## config.mk

```make
export PLATFORM = sky130hd
export DESIGN_NAME = uart_byte_tx
export DESIGN_NICKNAME = d
export VERILOG_FILES = /design/src/rtl/comm_pkg.sv /design/src/rtl/baud_tick_gen.sv /design/src/rtl/uart_byte_tx.sv
export SDC_FILE = /design/constraint.sdc
export NUM_CORES = 1
export LEC_CHECK = 0
export ABC_AREA = 1
export CORE_ASPECT_RATIO = 1.4
export CORE_MARGIN = 5
export CORE_UTILIZATION = 55
export CTS_BUF_LIST = sky130_fd_sc_hd__clkbuf_8
export CTS_CLUSTER_DIAMETER = 30
export DETAILED_ROUTE_END_ITERATION = 7
export PLACE_DENSITY = 0.77
export SETUP_SLACK_MARGIN = 0.2
export SYNTH_ARGS = -nofsm -noshare
export SYNTH_HDL_FRONTEND = slang
export SYNTH_SLANG_ARGS = --single-unit
```

## constraint.sdc

```tcl
create_clock -name clk -period 3.54 [get_ports clk]
set_input_delay 0.354 -clock clk [delete_from_list [all_inputs] [get_ports clk]]
set_output_delay 0.354 -clock clk [all_outputs]
set_load 0.1 [all_outputs]
```

## src/rtl/comm_pkg.sv

```systemverilog
// Shared definitions for the UART link: TX state encoding, default line settings and baud divisor helper.
// Pure definitions; no timing or flow-control behaviour of its own.
package comm_pkg;

  typedef enum logic [2:0] {IDLE, START, DATA, PARITY, STOP} uart_tx_state_t;

  localparam int DEFAULT_CLK_FREQ = 100_000_000;
  localparam int DEFAULT_BAUD     = 115_200;

  function automatic int clks_per_bit(input int freq, input int baud);
    return freq / baud;
  endfunction

endpackage

```

## src/rtl/baud_tick_gen.sv

```systemverilog
// Free-running bit-period counter: one-cycle tick on the last cycle of each CLKS_PER_BIT period.
// Tick appears CLKS_PER_BIT-1 cycles after clear drops; clear holds it at zero, no backpressure.
module baud_tick_gen #(
  parameter int CLKS_PER_BIT = 868
) (
  input  logic clk,
  input  logic reset,
  input  logic clear,
  output logic tick
);

  localparam int CNT_W = $clog2(CLKS_PER_BIT);
  localparam logic [CNT_W-1:0] LAST = CNT_W'(CLKS_PER_BIT - 1);

  logic [CNT_W-1:0] count;

  assign tick = (count == LAST);

  always_ff @(posedge clk) begin
    if (!reset) begin
      count <= '0;
    end else if (clear || tick) begin
      count <= '0;
    end else begin
      count <= count + 1'b1;
    end
  end

endmodule

```

## src/rtl/uart_byte_tx.sv

```systemverilog
// UART byte transmitter (start, LSB-first data, even parity under UART_TX_PARITY_EN, stop); line starts one cycle after handshake.
// tx_ready is low for the whole frame; requests during a frame are dropped, not queued.
module uart_byte_tx
  import comm_pkg::*;
#(
  parameter int CLK_FREQ  = DEFAULT_CLK_FREQ,
  parameter int BAUD      = DEFAULT_BAUD,
  parameter int DATA_BITS = 8,
  parameter int STOP_BITS = 1
) (
  input  logic                 clk,
  input  logic                 reset,
  input  logic                 tx_valid,
  input  logic [DATA_BITS-1:0] tx_data,
  output logic                 tx_ready,
  output logic                 tx_serial,
  output logic                 busy
);

  localparam int CLKS_PER_BIT = clks_per_bit(CLK_FREQ, BAUD);
  localparam int IDX_W = $clog2(DATA_BITS);
  localparam logic [IDX_W-1:0] LAST_DATA = IDX_W'(DATA_BITS - 1);
  // Stop bits reuse the data bit index as their counter.
  localparam logic [IDX_W-1:0] LAST_STOP = IDX_W'(STOP_BITS - 1);

  uart_tx_state_t       state_q, state_d;
  logic [DATA_BITS-1:0] shift_q, shift_d;
  logic [IDX_W-1:0]     idx_q, idx_d;
  logic                 serial_q, serial_d;
  logic                 ready_q, ready_d;
  logic                 tick;
  logic                 handshake;
`ifdef UART_TX_PARITY_EN
  logic                 parity_q, parity_d;
`endif

  assign handshake = tx_valid && ready_q;
  assign tx_ready  = ready_q;
  assign tx_serial = serial_q;
  assign busy      = (state_q != IDLE);

  baud_tick_gen #(.CLKS_PER_BIT(CLKS_PER_BIT)) u_baud (
    .clk   (clk),
    .reset (reset),
    .clear (state_q == IDLE),
    .tick  (tick)
  );

  always_ff @(posedge clk) begin
    if (!reset) begin
      state_q  <= IDLE;
      shift_q  <= '0;
      idx_q    <= '0;
      serial_q <= 1'b1;
      ready_q  <= 1'b1;
`ifdef UART_TX_PARITY_EN
      parity_q <= 1'b0;
`endif
    end else begin
      state_q  <= state_d;
      shift_q  <= shift_d;
      idx_q    <= idx_d;
      serial_q <= serial_d;
      ready_q  <= ready_d;
`ifdef UART_TX_PARITY_EN
      parity_q <= parity_d;
`endif
    end
  end

  always_comb begin
    state_d = state_q;
    shift_d = shift_q;
    idx_d   = idx_q;
`ifdef UART_TX_PARITY_EN
    parity_d = parity_q;
`endif
    case (state_q)
      IDLE: begin
        if (handshake) begin
          shift_d = tx_data;
          idx_d   = '0;
          state_d = START;
`ifdef UART_TX_PARITY_EN
          parity_d = ^tx_data;
`endif
        end
      end
      START: begin
        if (tick) begin
          state_d = DATA;
          idx_d   = '0;
        end
      end
      DATA: begin
        if (tick) begin
          shift_d = shift_q >> 1;
          if (idx_q == LAST_DATA) begin
            idx_d = '0;
`ifdef UART_TX_PARITY_EN
            state_d = PARITY;
`else
            state_d = STOP;
`endif
          end else begin
            idx_d = idx_q + 1'b1;
          end
        end
      end
`ifdef UART_TX_PARITY_EN
      PARITY: begin
        if (tick) begin
          state_d = STOP;
          idx_d   = '0;
        end
      end
`endif
      STOP: begin
        if (tick) begin
          if (idx_q == LAST_STOP) begin
            state_d = IDLE;
            idx_d   = '0;
          end else begin
            idx_d = idx_q + 1'b1;
          end
        end
      end
      default: state_d = IDLE;
    endcase

    // Line and ready are registered from the next state so they switch on the same edge as the FSM.
    serial_d = 1'b1;
    case (state_d)
      START:   serial_d = 1'b0;
      DATA:    serial_d = shift_d[0];
`ifdef UART_TX_PARITY_EN
      PARITY:  serial_d = parity_d;
`endif
      default: serial_d = 1'b1;
    endcase
    ready_d = (state_d == IDLE);
  end

endmodule

```

==> results by group <==
Detailed routing
  – Post-Route WL: 2.69 mm
  – Detailed-router iteration count before antenna repair: 4
  – Vias per inst: 5.51
  – Post-Route M1 WL: 1.08 mm
  – Final ANT Viol Nets: 0
  – Routed length per placed instance: 12.4 um
  – Vias: 1,191
  – Initial DRC count: 29
  – # DRC: 0
  – Met2 WL: 1.46 mm
  – Met3 wire length: 104 um
  – Max Used Layer: met4

Layout
  – Area delta synth->final: 14.3%
  – Fraction of layout cells with a size suffix above 1: 0.124
  – Commonest non-fill, non-tap cell in the layout: nand2_1
  – Most frequent cells in the layout: nand2_1 (29), nand3_1 (26), dfxtp_1 (26)
  – Filler Cells Inserted: 216
  – N_diodes: 0
  – Final nets: 210

CTS
  – Total CTS buffers: 3
  – Post CTS Setup Buffer Count: 0
  – Clock-pin slew on the worst setup and hold paths: 80 ps
  – CTS resizes: 0
  – Worst-Skew Late Latency: 270 ps
  – Root buf cell: clkbuf_8
  – CTS sink cnt: 26
  – # hold bufs at CTS: 0
  – CTS H-tree lvls: 1
  – CTS tree: yes
  – Maximum clock path buffer count: 2

Power
  – Power Density: 387 mW/mm2
  – Leakage: 0.620 nW
  – Sw Share: 0.288
  – Net switching power: 171 uW
  – Flop pwr share: 0.533
  – Cell-internal power: 423 uW
  – Clk pwr share: 0.275
  – Highest ir drop seen on vdd: 292 uV
  – Combinational share of power: 0.192

Yosys
  – Ranking of synthesized cells by area: dfxtp_1 (39%), nand3_1 (9.7%), nand2_1 (8.1%)
  – Post-synth top area share: 0.388
  – Synth Area in Adders: 0.0373
  – Sequential element share of the synthesized area: 0.388
  – Syn nets: 194
  – Synth Area in Simple Gates: 0.388
  – Largest area contributor in the netlist: dfxtp_1
  – Post-synthesis compound-gate area fraction: 0.0997
  – Synth Register Bits: 26
  – Synthesized area per cell: 7.50 um2
  – Synth Area in XOR/XNOR: 0.0196
  – Main combinational cell family by area after synthesis: simple AND/OR/NAND/NOR gates
  – YS warnings: 0
  – Multiplexer share of the synthesized area: 0
  – Cells after Synth: 179
  – Mapped Area: 0.00134 mm2
  – Distinct cell type count of the synthesized netlist: 28

Floorplanning
  – Chip Width: 51.8 um
  – Std cell rows: 21
  – # IOs: 14
  – DIE HEIGHT: 68.5 um
  – Die area: 0.00354 mm2
  – Initial Util: 0.568
  – Core Box Area: 0.00236 mm2

Critical path
  – Critical path type: register to output pin
  – FF-to-FF path depth: 6
  – Worst EP arrival: 2030 ps
  – Worst Setup SP: state_q[1]$_SDFF_PN0_
  – Reg2reg start: state_q[0]$_SDFF_PN0_
  – Crit. End Element: output pin
  – CP Max Fanout: 3
  – CP required: 3190 ps
  – Startpoint types: register

Global route
  – GR Util All Layers: 0.179
  – Number of global-route vias before repair: 1,173
  – First-pass GRT wire length: 4.86 mm
  – Largest net degree at the start of global routing: 14
  – Initial antenna violation count: 0
  – GRT overflow: 0

Timing
  – Hold WS: 449 ps
  – Setup Viol. Count Final: 0
  – Fin. Hold Viols: 0
  – Actual slew at the worst max-slew pin: 967 ps
  – Slew margin rel.: 0.353
  – Fmax: 420 MHz
  – Post-route setup TNS: 0 ps
  – Final worst-path cycle share: 0.673
  – Unrepaired setup endpoints after global routing: false
  – Max Transition Viols Final: 0
  – Worst setup margin: 1160 ps
  – Clock Skew: 1.76 ps
  – Fin crit period: 2380 ps

Placed design
  – GPL Wtd Cong: 0.795
  – Port bufs: 13
  – Pre-CTS WS: 1480 ps
  – HPWL after DPL: 2.08 mm

Min path
  – Hold Path Class: register to register
  – Hold Crit Start: u_baud.count[0]$_SDFF_PP0_
  – Hold path depth: 1

Status
  – Status: completed

Run
  – MaxCap Viol Count: 0
[registers in the layout (all words and copies together), names as in the netlist]
signal and cells:
idx_q 3, shift_q 8, state_q 3, tx_ready 1, tx_serial 1, u_baud.count 10
[per-stage QoR]
stage | util | cell area, um2 | std cells | total power [mW]
2_1_floorplan | - | 1340 | 179 | 0.405
3_3_place_gp | 0.631 | 1490 | 213 | 0.434
3_5_place_dp | 0.631 | 1490 | 213 | 0.437
4_1_cts | 0.649 | 1530 | 216 | 0.597
5_1_grt | 0.649 | 1530 | 216 | 0.621
6_report | 0.649 | 1530 | 216 | 0.594
[metal layers]
metal / vias to the layer above / GRT usage
met1: 544 / 0.199
met2: 29 / 0.341
met4: 0 / 0.0590
met3: 5 / 0.0261
met5: - / 0
li1: 613 / -
[critical path: stages (launching register included)]
cell	delay, ps
dfxtp_1	380
inv_1	80
nand2_1	140
clkdlybuf4s50_1	1160
[layout make-up]
class / instances / area, um2 / share of cell area
clock buffers: 3 / 41.3 / 0.0269
inverters: 22 / 82.6 / 0.0538
multi-input cells: 129 / 731 / 0.476
flip-flops and latches: 26 / 520 / 0.339
well taps: 23 / 28.8 / 0.0188
repair buffers: 13 / 130 / 0.0848
[cells by family after synthesis]
group / after synthesis
AO/OA/AOI/OAI: 23
XOR/XNOR: 3
adder cells (fa/ha/maj): 4
buffers and inverters: 24
flip-flops: 26
AND/OR/NAND/NOR: 99
[synthesized netlist by cell type (all sizes together)]
cell	count
a21boi	2
a21oi	11
a31oi	6
buf	1
clkbuf	1
dfxtp	26
ha	4
inv	22
nand2	36
nand3	29
nand3b	1
nand4	3
nor2	26
nor3b	1
o21a	1
o21ai	3
or2	3
xnor2	1
xor2	2
[path summary, 6_finish.rpt]
path | endpoint | slack, ps
setup / recovery | busy | 1160
hold / removal | u_baud.count[0]$_SDFF_PP0_ | 450
setup reg to reg | tx_serial$_SDFF_PN1_ | 1810
hold reg to reg | u_baud.count[0]$_SDFF_PP0_ | 450
[power by group through the flow]
stage | Combinational (mW) | Clock (mW) | Sequential (mW)
global route | 0.127 | 0.176 | 0.319
floorplan | 0.0653 | 0 | 0.339
finish | 0.114 | 0.163 | 0.316
detailed placement | 0.114 | 0 | 0.323
CTS | 0.115 | 0.165 | 0.316
global placement | 0.111 | 0 | 0.322
Power figures use the tool's default switching activity.
==> RTL change: new RTL, same settings <==
Re-encode `uart_tx_state_t` (5 states) as Gray code, 3 bits wide.
--- a/src/rtl/comm_pkg.sv
+++ b/src/rtl/comm_pkg.sv
@@ -4,3 +4,3 @@
 
-  typedef enum logic [2:0] {IDLE, START, DATA, PARITY, STOP} uart_tx_state_t;
+  typedef enum logic [2:0] {IDLE = 3'b000, START = 3'b001, DATA = 3'b011, PARITY = 3'b010, STOP = 3'b110} uart_tx_state_t;
 
Behaviour: same outputs for any inputs over 10 cycles, from zero or initial values and one cycle with reset low; not proved beyond that.
==> RTL change against the original RTL <==
- total power shrank 1.0%
- routed wire length shrank 7.7%
- sequential cell count is the same
- critical path depth unchanged
- core utilization down 0.90 points
- non-clock buffer count stayed put
- final area decreased by 1.4%
- worst setup slack worse by 0.078 ns
- synthesized area decreased by 0.28%
==> RTL change: results (changes against the original RTL) <==
stage;metric;value;unit;change
run_status;run status;finished clean;;
floorplanning;Die Area;3535;um2;-0.23%
final_layout;nets@finish;211;;+0.48%
drt;drt first-iter violations;20;;-31%
final_layout;Layout clock area frac;0.02730;;+0.0003785
worst_setup_path;r2r startpoint;u_baud.count[0];;
final_layout;sequential cell area share;0.3441;;+0.004771
synth;top cells by area, synth;dfxtp_1 (39%), nand2_1 (12%), nor2_1 (7.6%);;
pwr;Clk power;159;uW;-2%
place;PortBufs;13;;unchanged
synth;Syn Area/Cell;7.397;um2;-1.4%
final_layout;sequential cell area;520.5;um2;unchanged
pwr;Combinational Power Share;0.190;;-0.002
place;RD Place Congestion;0.7949;;about the same
grt;global-route wire length before repair;4491;um;-7.5%
worst_setup_path;critical path arrival;2.10;ns;+0.07 ns
timing;Fin Clk Skew;0.003614;ns;+0.001850 ns
synth;register area share after synthesis;0.3888;;+0.001087
worst_setup_path;flop-to-flop setup slack;1.85;ns;+0.04 ns
grt;vias in the first global route;1093;;-6.8%
synth;Synth cell types;24;;-14%
grt;largest net degree at the start of global routing;15;;+1
final_layout;proportion of cell area occupied by multi-input gates;0.4764;;about the same
final_layout;invs w/o clock;19;;-14%
drt;WL per Instance;11.42;um;-8.2%
drt;drt via density;5.290;;-4.1%
pwr;Switching Share;0.2804;;-0.007799
synth;top cells by count, synth;nand2_1 (43), nor2_1 (27), dfxtp_1 (26);;
grt;Total GRT Usage;0.1651;;-0.01348
final_layout;signal buffers share of area;0.08602;;+0.001193
final_layout;share of post-route cells with drive strength above 1;0.1495;;+0.02513
timing;worst-margin pin slew;0.9639;ns;-0.003494 ns
worst_setup_path;Max FO, Critical Path;6;;+3
drt;Post-Route WL;2479;um;-7.7%
place;post-placement setup slack;1.362;ns;-0.1191 ns
pwr;Pleak;0.0006363;uW;+2.6%
synth;post-synth net total;196;;+1.0%
place;hpwl dp;1963;um;-5.7%
worst_setup_path;worst reg2reg path depth;10;;+4
final_layout;multi-input gate count;133;;+3.1%
pwr;worst vdd ir;0.3204;mV;+9.9%
pwr;Power per Cell Area;388.6;nW/um2;+0.39%
final_layout;# fillers;212;;-1.9%
place;DP Area;1471;um2;-1.4%
timing;smallest hold slack;0.4638;ns;+0.01462 ns
[RTL change: layer usage]
layer	vias to the layer above	track usage	part of all wire
met4	0	0.07869	0.017
met1	524	0.1821	0.42
met3	6	0.03486	0.022
met2	10	0.2978	0.54
met5	-	0	0
li1	608	-	-
[RTL change: logic make-up (layout without fill, tap and decap cells)]
family / Yosys count / after routing / share of synthesized area
and+or+nand+nor: 100 / 100 / 0.3757
AOI/OAI and AO/OA: 26 / 26 / 0.1056
DFF: 26 / 26 / 0.3888
buffers and inverters: 22 / 35 / 0.07289
adders and majority gates: 4 / 4 / 0.03738
xor gates and xnor gates: 3 / 3 / 0.01963
[RTL change: worst max-delay path by stage]
| stage | endpoint | slack [ns] | cells past startpoint |
|---|---|---|---|
| finish | busy | 1.08 | 3 |
| global route | busy | 0.98 | 3 |
| CTS | busy | 1.07 | 3 |
| detailed placement | busy | 1.36 | 3 |
| global placement | busy | 1.40 | 3 |
| floorplan | tx_serial | 1.82 | 7 |
